==> config.mk <==
export PLATFORM = sky130hd
export DESIGN_NAME = imem_flat
export DESIGN_NICKNAME = d
export VERILOG_FILES = /design/src/rtl/imem_pkg.sv /design/src/rtl/imem_if.sv /design/src/rtl/imem_overlay.sv /design/src/rtl/imem.sv /design/src/flat_wrapper.sv
export SDC_FILE = /design/constraint.sdc
export NUM_CORES = 1
export LEC_CHECK = 0
export ABC_AREA = 0
export CORE_ASPECT_RATIO = 0.75
export CORE_MARGIN = 5
export CORE_UTILIZATION = 26
export DETAILED_ROUTE_END_ITERATION = 6
export PLACE_DENSITY = 0.8
export SYNTH_ARGS = -nofsm -noshare
export SYNTH_HDL_FRONTEND = slang
export SYNTH_HIERARCHICAL = 1
export SYNTH_SLANG_ARGS = --single-unit
export TNS_END_PERCENT = 5
==> constraint.sdc <==
create_clock -name vclk -period 1.24
set_input_delay 0.186 -clock vclk [all_inputs]
set_output_delay 0.186 -clock vclk [all_outputs]
set_load 0.1 [all_outputs]
==> src/rtl/imem_pkg.sv <==
// ---------------------------------------------------------------------------
// imem_pkg
// Shared definitions for the instruction memory:
//   IMEM_ADDR_W / IMEM_DATA_W : default word-address and instruction widths
//   NOP                       : value returned for unimplemented addresses
//   DEFAULT_PROG              : the fixed boot program (18 words)
//   rom_word(addr)            : program word at addr, NOP past the program end
// ---------------------------------------------------------------------------
package imem_pkg;

  localparam int IMEM_ADDR_W = 6;
  localparam int IMEM_DATA_W = 32;

  localparam logic [IMEM_DATA_W-1:0] NOP = 32'h0000_0000;

  localparam int unsigned PROG_LEN   = 18;
  localparam int          PROG_IDX_W = $clog2(PROG_LEN);

  localparam logic [IMEM_DATA_W-1:0] DEFAULT_PROG [PROG_LEN] = '{
    32'h20020005, 32'h2003000c, 32'h2067fff7, 32'h00e22025, 32'h00642824, 32'h00a42820,
    32'h10a7000a, 32'h0064202a, 32'h10800001, 32'h20050000, 32'h00e2202a, 32'h00853820,
    32'h00e23822, 32'hac670044, 32'h8c020050, 32'h08000011, 32'h20020001, 32'hac020054
  };

  // Index is narrowed to the program-table width; the range test keeps
  // aliased addresses from ever selecting a program word.
  function automatic logic [IMEM_DATA_W-1:0] rom_word(input int unsigned addr);
    logic [PROG_IDX_W-1:0] idx;
    idx = addr[PROG_IDX_W-1:0];
    if (addr < PROG_LEN) return DEFAULT_PROG[idx];
    return NOP;
  endfunction

endpackage

==> src/rtl/imem_if.sv <==
// ---------------------------------------------------------------------------
// imem_if
// Fetch/load bus of the instruction memory.
//   a       : read word address          (master -> slave)
//   y       : instruction at address a   (slave  -> master)
//   ld_we   : load write enable          (master -> slave)
//   ld_addr : load word address          (master -> slave)
//   ld_data : load data                  (master -> slave)
// ---------------------------------------------------------------------------
interface imem_if
  import imem_pkg::*;
#(
  parameter int ADDR_W = IMEM_ADDR_W,
  parameter int DATA_W = IMEM_DATA_W
) ();

  logic [ADDR_W-1:0] a;
  logic [DATA_W-1:0] y;
  logic              ld_we;
  logic [ADDR_W-1:0] ld_addr;
  logic [DATA_W-1:0] ld_data;

  modport master (output a, ld_we, ld_addr, ld_data, input  y);
  modport slave  (input  a, ld_we, ld_addr, ld_data, output y);

endinterface

==> src/rtl/imem_overlay.sv <==
// ---------------------------------------------------------------------------
// imem_overlay
// Writable overlay for the instruction ROM: a DEPTH-word RAM plus one valid
// bit per word. Valid bits clear asynchronously on reset low; the RAM
// contents are kept. Loads to ld_addr_i >= DEPTH are dropped.
//   clk       : load clock
//   reset     : asynchronous active-low, clears all valid bits, blocks loads
//   ld_we_i   : load write enable
//   ld_addr_i : load word address
//   ld_data_i : load data
//   rd_addr_i : read word address
//   hit_o     : rd_addr_i is in range and its overlay word is valid
//   data_o    : overlay word at rd_addr_i (meaningful only when hit_o)
// ---------------------------------------------------------------------------
module imem_overlay
  import imem_pkg::*;
#(
  parameter int          ADDR_W = IMEM_ADDR_W,
  parameter int          DATA_W = IMEM_DATA_W,
  parameter int unsigned DEPTH  = 2**IMEM_ADDR_W
) (
  input  logic              clk,
  input  logic              reset,
  input  logic              ld_we_i,
  input  logic [ADDR_W-1:0] ld_addr_i,
  input  logic [DATA_W-1:0] ld_data_i,
  input  logic [ADDR_W-1:0] rd_addr_i,
  output logic              hit_o,
  output logic [DATA_W-1:0] data_o
);

  localparam int IDX_W = (DEPTH > 1) ? $clog2(DEPTH) : 1;

  logic [DATA_W-1:0] ovl_mem_q [DEPTH];
  logic [DEPTH-1:0]  ovl_valid_q, ovl_valid_d;
  logic              wr_en;
  logic [IDX_W-1:0]  wr_idx, rd_idx;
  logic              rd_in_range;

  always_comb begin
    // NOTE: every always_comb output gets a default first so no path leaves
    // it unassigned; an unassigned path would infer a latch.
    wr_en       = reset && ld_we_i && (32'(ld_addr_i) < DEPTH);
    wr_idx      = ld_addr_i[IDX_W-1:0];
    ovl_valid_d = ovl_valid_q;
    if (wr_en) ovl_valid_d[wr_idx] = 1'b1;
  end

  // NOTE: sequential state is assigned with <= only, so every flop samples
  // the pre-edge values regardless of block evaluation order.
  always_ff @(posedge clk or negedge reset) begin
    if (!reset) ovl_valid_q <= '0;
    else        ovl_valid_q <= ovl_valid_d;
  end

  // NOTE: the data array is deliberately not reset; the valid bits are the
  // only thing reset has to clear, and a reset array would not map to RAM.
  always_ff @(posedge clk) begin
    if (wr_en) ovl_mem_q[wr_idx] <= ld_data_i;
  end

  // Combinational read: a load becomes visible right after its clock edge.
  always_comb begin
    rd_idx      = rd_addr_i[IDX_W-1:0];
    rd_in_range = 32'(rd_addr_i) < DEPTH;
    hit_o       = rd_in_range && ovl_valid_q[rd_idx];
    data_o      = ovl_mem_q[rd_idx];
  end

endmodule

==> src/rtl/imem.sv <==
// ---------------------------------------------------------------------------
// imem
// 64 x 32 instruction memory for the single-cycle fetch stage. Reads are
// purely combinational: y = instruction at word address a, NOP beyond DEPTH.
// Build option: define IMEM_LOAD_EN to add the clocked load port and overlay
// RAM (imem_overlay); otherwise the block is a pure ROM and clk, reset and
// the ld_* signals are ignored.
//   clk   : clock for the load/overlay logic only
//   reset : asynchronous active-low, discards all overlay words
//   bus   : imem_if.slave (a, y, ld_we, ld_addr, ld_data)
// ---------------------------------------------------------------------------
module imem
  import imem_pkg::*;
#(
  parameter int          ADDR_W = IMEM_ADDR_W,
  parameter int          DATA_W = IMEM_DATA_W,
  parameter int unsigned DEPTH  = 2**IMEM_ADDR_W
) (
  input logic   clk,
  input logic   reset,
  imem_if.slave bus
);

  logic              in_range;
  logic [DATA_W-1:0] rom_y;

  always_comb begin
    in_range = 32'(bus.a) < DEPTH;
    rom_y    = in_range ? rom_word(32'(bus.a)) : NOP;
  end

`ifdef IMEM_LOAD_EN
  logic              ovl_hit;
  logic [DATA_W-1:0] ovl_data;

  imem_overlay #(
    .ADDR_W (ADDR_W),
    .DATA_W (DATA_W),
    .DEPTH  (DEPTH)
  ) u_overlay (
    .clk       (clk),
    .reset     (reset),
    .ld_we_i   (bus.ld_we),
    .ld_addr_i (bus.ld_addr),
    .ld_data_i (bus.ld_data),
    .rd_addr_i (bus.a),
    .hit_o     (ovl_hit),
    .data_o    (ovl_data)
  );

  // ovl_hit already implies in range, so unloaded or unimplemented words
  // never select the (possibly uninitialised) overlay data.
  assign bus.y = ovl_hit ? ovl_data : rom_y;
`else
  // Pure ROM: the load-side inputs stay on the interface but drive nothing.
  logic unused_load_inputs;
  assign unused_load_inputs = ^{clk, reset, bus.ld_we, bus.ld_addr, bus.ld_data};
  assign bus.y = rom_y;
`endif

endmodule

==> src/flat_wrapper.sv <==
// flat-port wrapper written by rule: the top's interface ports become plain ports
module imem_flat import imem_pkg::*;
#(
  parameter int          ADDR_W = IMEM_ADDR_W,
  parameter int          DATA_W = IMEM_DATA_W,
  parameter int unsigned DEPTH  = 2**IMEM_ADDR_W
)
  (clk, reset, bus_a, bus_ld_we, bus_ld_addr, bus_ld_data, bus_y);
  imem_if #(.ADDR_W(ADDR_W), .DATA_W(DATA_W)) bus_i ();
  input logic clk;
  input logic reset;
  input wire logic [$bits(bus_i.a)-1:0] bus_a;
  input wire logic [$bits(bus_i.ld_we)-1:0] bus_ld_we;
  input wire logic [$bits(bus_i.ld_addr)-1:0] bus_ld_addr;
  input wire logic [$bits(bus_i.ld_data)-1:0] bus_ld_data;
  output wire logic [$bits(bus_i.y)-1:0] bus_y;
  assign bus_i.a = bus_a;
  assign bus_i.ld_we = bus_ld_we;
  assign bus_i.ld_addr = bus_ld_addr;
  assign bus_i.ld_data = bus_ld_data;
  assign bus_y = bus_i.y;
  imem #(.ADDR_W(ADDR_W), .DATA_W(DATA_W), .DEPTH(DEPTH)) u_core (.clk(clk), .reset(reset), .bus(bus_i));
endmodule
==> impl_metrics.py, run 1 <==
metrics = {
    "worst_setup_path": {
        "path_class": "input port to primary output",
        "crit_fanout": 5,
        "cp_data_arrival_time_ns": 1.60,
        "crit_required_ns": 1.05,
        "end_kind": "primary output",
        "critPathLaunchType": "input port",
    },
    "global_route": {
        "gr-usage-met1": 0.2111,
        "grt_pass1_wl_um": 5368,
        "top_usage_layer": "met2",
        "grt_overflow": 0,
        "grt_use_met2": 0.3511,
        "grt_usage": 0.1783,
        "grt_antenna_before_repair": 0,
        "grtUsageMet3": 0.02569,
        "grt_pass1_vias": 970,
        "grt_start_max_net_pins": 14,
    },
    "detailed_routing": {
        "remaining_drc_errors": 0,
        "drtPass1Iterations": 4,
        "viasPerCell": 5.449,
        "wl_per_cell_um": 21.27,
        "via_count": 1019,
        "drt_iter0_drc": 77,
        "drt_wl_total_um": 3977,
        "ant_nets": 0,
    },
    "sta": {
        "setup-violations-final": 27,
        "fmax_mhz": 560.7,
        "rsz0062_at_grt": "yes",
        "finalHoldViolCount": 0,
        "finalCritPeriodShare": 1.438,
        "slew_violations": 0,
        "finalWorstSetupSlack_ns": -0.5435,
        "hold_ws_ns": 0.8677,
        "min_period_ns": 1.784,
    },
    "finish": {
        "diodes": 0,
        "fin_cells": 187,
        "num-nets-final": 208,
        "seqCellArea_sq_um": 0,
        "seq_cells": 0,
        "final_core_util": 0.6991,
        "clock_buffers": 0,
        "synthToLayoutAreaGrowth_pct": 159.1,
        "drive_above_1_share": 0.7152,
    },
    "placement": {
        "dp_cells": 182,
        "gp_congestion": 0.9322,
        "port_buffers": 33,
        "hpwlAfterDp_um": 2367,
    },
    "pwr": {
        "power_leakage_nw": 0.7012,
        "peakVddDrop_uv": 181.7,
        "fin_total_pwr_mw": 0.9499,
        "p_per_area_nw_per_um2": 526.1,
    },
    "logic_synthesis": {
        "avgSynthCellArea_sq_um": 6.969,
        "synth_top_area_share": 0.1436,
        "ys_seq_area_frac": 0,
        "synthesis.area_sq_um": 696.9,
        "synth.distinct_cells": 35,
        "yosysMostFrequentCell": "a21oi_1",
        "synth.largest_area_cell": "ha_1",
        "ys_warn_count": 6,
        "ys_top_cells_by_count": "a21oi_1 (14), buf_4 (12), ha_1 (8)",
        "syn_inst": 100,
        "synthTopCellsByArea": "ha_1 (14%), buf_4 (13%), a21oi_1 (10%)",
    },
    "run": {
        "drv_cap": 0,
    },
    "floorplan": {
        "die_w_um": 69.78,
        "io_pins": 79,
        "dieArea_sq_um": 3826,
        "coreArea_sq_um": 2582,
        "start_util": 0.2699,
        "dieHeight_um": 54.84,
        "rows": 16,
    },
    "clock_tree": {
        "cts_hold_buf": 0,
    },
    "run_status": {
        "status": "finished with violations",
        "violations": "setup timing",
    },
    "min_path": {
        "hold_path_class": "input port to primary output",
    },
}
==> critical path, cell delays in order <==
cell and delay (ns):
buf_8 0.10, buf_6 0.12, or2_4 0.25, o31a_4 0.39, a311oi_4 0.32, buf_12 0.22
==> cells by family after synthesis <==
| family | after synthesis | share of synthesized area |
|---|---|---|
| buffers and inverters | 23 | 0.2082 |
| AOI/OAI and AO/OA | 34 | 0.3627 |
| muxes | 1 | 0.03231 |
| adders and majority gates | 8 | 0.1436 |
| other | 1 | 0.005381 |
| and+or+nand+nor | 33 | 0.2478 |
==> power by group <==
part,switching [mW],internal (mW)
Sequential,0,0
Combinational,0.610,0.340
Clock,0,0
Total,0.610,0.340
==> cell usage in the layout (no fill, tap or decap), types with 2 or more instances in the layout <==
cell type,netlist,final
a21oi_1,14,5
a21oi_2,0,6
a21oi_4,0,3
a311oi_4,0,2
a31oi_4,0,2
and2_1,3,2
and3_4,0,2
buf_12,0,29
buf_2,5,2
buf_4,12,20
buf_6,1,10
buf_8,0,2
clkbuf_2,0,3
conb_1,1,5
ha_1,8,3
ha_2,0,3
ha_4,0,2
inv_1,3,2
nand2_1,6,5
nand2b_1,5,4
nand3_1,5,5
nor2_4,0,4
nor3_1,2,2
o21a_1,2,2
or2_4,0,2
==> metal layers <==
metal | up-vias | wire [um]
li1 | 449 | -
met1 | 500 | 1558
met2 | 53 | 1971
met3 | 17 | 264
met4 | 0 | 182
met5 | - | 0
==> per-stage QoR <==
| step | cell area [sq um] | TNS (ns) | setup WS [ns] |
|---|---|---|---|
| 6_report | 1805 | -9.688 | -0.5435 |
| 5_1_grt | 1805 | -10.62 | -0.5955 |
| 4_1_cts | 1752 | -9.879 | -0.5742 |
| 3_5_place_dp | 1564 | -22.51 | -0.9882 |
| 3_3_place_gp | 1564 | -21.28 | -0.9277 |
| 2_1_floorplan | 840.8 | -18.65 | -0.8977 |
==> repair_timing <==
action / 4_1_cts / 5_1_grt
endpoints found under the setup margin: 27 / 27
gates resized for setup: 55 / 22
buffers inserted: 4 / 0
pin swaps: 10 / 6
cloned: 1 / 0
==> worst paths after layout <==
| path | depth (start not counted) | to | start |
|---|---|---|---|
| worst max-delay path | 6 | bus_y[17] | bus_a[1] |
| worst min-delay path | 4 | bus_y[2] | bus_a[4] |
==> final cells by class <==
cell class,instances,area (sq um)
Tap cell,36,45.04
Fill cell,153,777.0
Inverter,4,18.77
Multi-Input combinational cell,81,843.3
Timing Repair Buffer,66,898.4
No activity file was read; power rests on OpenSTA's default activity.
==> inputs of run 2 (changes only) <==
--- a/config.mk
+++ b/config.mk
@@ -10,7 +10,7 @@
 export CORE_MARGIN = 5
 export CORE_UTILIZATION = 26
 export DETAILED_ROUTE_END_ITERATION = 6
-export PLACE_DENSITY = 0.8
+export PLACE_DENSITY_LB_ADDON = 0.25
 export SYNTH_ARGS = -nofsm -noshare
 export SYNTH_HDL_FRONTEND = slang
 export SYNTH_HIERARCHICAL = 1
==> run 2 against run 1 <==
Compared with the run above:
- the run still ends with setup timing left
- final cell count grew 2.1%
- power shrank 4.1%
- design area grew 1.1%
- combinational power fell by 4.1%
- non-clock buffer count grew 4
- first-iteration DRC count fell by 27%
- flip-flop and latch count stayed put
- critical path depth decreased by 1
- critical path type unchanged
==> impl_metrics.py, run 2 (synthesis results as in run 1) <==
metrics = {
    "finish": {
        "final_core_util": 0.7069,
        "seq_cells": 0,
        "design_area_sq_um": 1826,
        "layout_commonest_cell": "buf_12",
        "diodes": 0,
        "clock_buffers": 0,
        "drive_above_1_share": 0.6968,
        "fin_cells": 191,
        "num-nets-final": 212,
        "num-fill-cells": 181,
        "mostFrequentLayoutCells": "buf_12 (30), buf_4 (28), a21oi_1 (6)",
        "synthToLayoutAreaGrowth_pct": 161.9,
        "seqCellArea_sq_um": 0,
    },
    "placement": {
        "post-place-ws_ns": -0.9425,
        "port_buffers": 33,
        "placed_area_sq_um": 1627,
        "dp_cells": 187,
        "hpwlAfterDp_um": 2236,
        "gp_congestion": 0.8188,
    },
    "run": {
        "drv_cap": 0,
    },
    "worst_setup_path": {
        "end_kind": "primary output",
        "cp-startpoint": "bus_a[3]",
        "cp_data_arrival_time_ns": 1.57,
        "crit_fanout": 15,
        "cp-endpoint": "bus_y[0]",
        "path_class": "input port to primary output",
        "critPathLaunchType": "input port",
        "crit_required_ns": 1.05,
    },
    "detailed_routing": {
        "top_layer_used": "met3",
        "wl_per_cell_um": 14.30,
        "ant_nets": 0,
        "dr_wl_met2_um": 1288,
        "drt_wl_total_um": 2731,
        "viasPerCell": 4.958,
        "via_count": 947,
        "drt-met1-wl_um": 1284,
        "remaining_drc_errors": 0,
        "drtPass1Iterations": 4,
        "wl_met3_um": 158,
        "drt_iter0_drc": 56,
    },
    "floorplan": {
        "rows": 16,
        "coreArea_sq_um": 2582,
        "io_pins": 79,
        "start_util": 0.2699,
        "dieHeight_um": 54.84,
        "die_w_um": 69.78,
        "dieArea_sq_um": 3826,
    },
    "sta": {
        "slew_violations": 0,
        "rsz0062_at_grt": "yes",
        "fmax_mhz": 570.2,
        "setup-violations-final": 27,
        "finalWorstSetupSlack_ns": -0.5137,
        "finalCritPeriodShare": 1.414,
        "finalHoldViolCount": 0,
        "min_period_ns": 1.754,
        "hold_ws_ns": 0.8868,
        "tns_ns": -9.803,
    },
    "global_route": {
        "grt_overflow": 0,
        "grt_antenna_before_repair": 0,
        "grt_pass1_wl_um": 4547,
        "grt_pass1_vias": 948,
        "grt_start_max_net_pins": 16,
        "grt_usage": 0.1454,
    },
    "pwr": {
        "fin_total_pwr_mw": 0.9113,
        "power_leakage_nw": 0.7043,
        "peakVddDrop_uv": 305.1,
        "p_per_area_nw_per_um2": 499.2,
    },
    "clock_tree": {
        "cts_hold_buf": 0,
    },
    "run_status": {
        "violations": "setup timing",
        "status": "finished with violations",
    },
    "min_path": {
        "hold_path_class": "input port to primary output",
    },
}
[run 2: cell types whose count changed in the layout (fill, tap and decap cells not counted), moves of 2 or more]
cell             delta
ha_4                +2
a21oi_2             -2
buf_2               -2
buf_4               +8
clkbuf_2            -2
nor2_4              -2
clkdlybuf4s15_1     +2
buf_6               -5
[run 2: worst min path at each step]
stage,start,end,slack (ns),depth (start not counted)
final,bus_a[4],bus_y[2],0.89,4
after global routing,bus_a[4],bus_y[2],0.91,4
after CTS,bus_a[2],bus_y[17],1.03,4
after detailed placement,bus_a[0],bus_y[27],1.30,5
after global placement,bus_a[0],bus_y[27],1.29,5
after floorplan,bus_a[0],bus_y[0],0.59,1
[run 2: timing repair]
item                       in CTS  in global routing
pin swaps                       7                  7
setup buffers                   3                  1
resized for setup              45                 12
setup endpoints to repair      27                 27
gates cloned                    0                  0
[run 2: critical path, cell delays in order]
cell,delay [ns]
dlygate4sd2_1,0.26
buf_12,0.15
o31a_4,0.41
a2111oi_4,0.34
buf_12,0.22
[run 2: layout make-up]
class	count	area, sq um	share of cell area
Multi-Input combinational cell	81	819.5	0.4489
Inverter	4	18.77	0.01028
Timing Repair Buffer	70	942.2	0.5161
Tap cell	36	45.04	0.02467
[run 2: routing by layer]
layer | GRT usage | vias to the layer above
li1 | - | 457
met1 | 0.2013 | 449
met2 | 0.2555 | 41
met3 | 0.01651 | 0
met4 | 0.01274 | 0
met5 | 0 | -
[run 2: power by group]
group / internal [mW] / switching (mW) / leakage, nW
Combinational: 0.340 / 0.572 / 0.704
Sequential: 0 / 0 / 0
Clock: 0 / 0 / 0
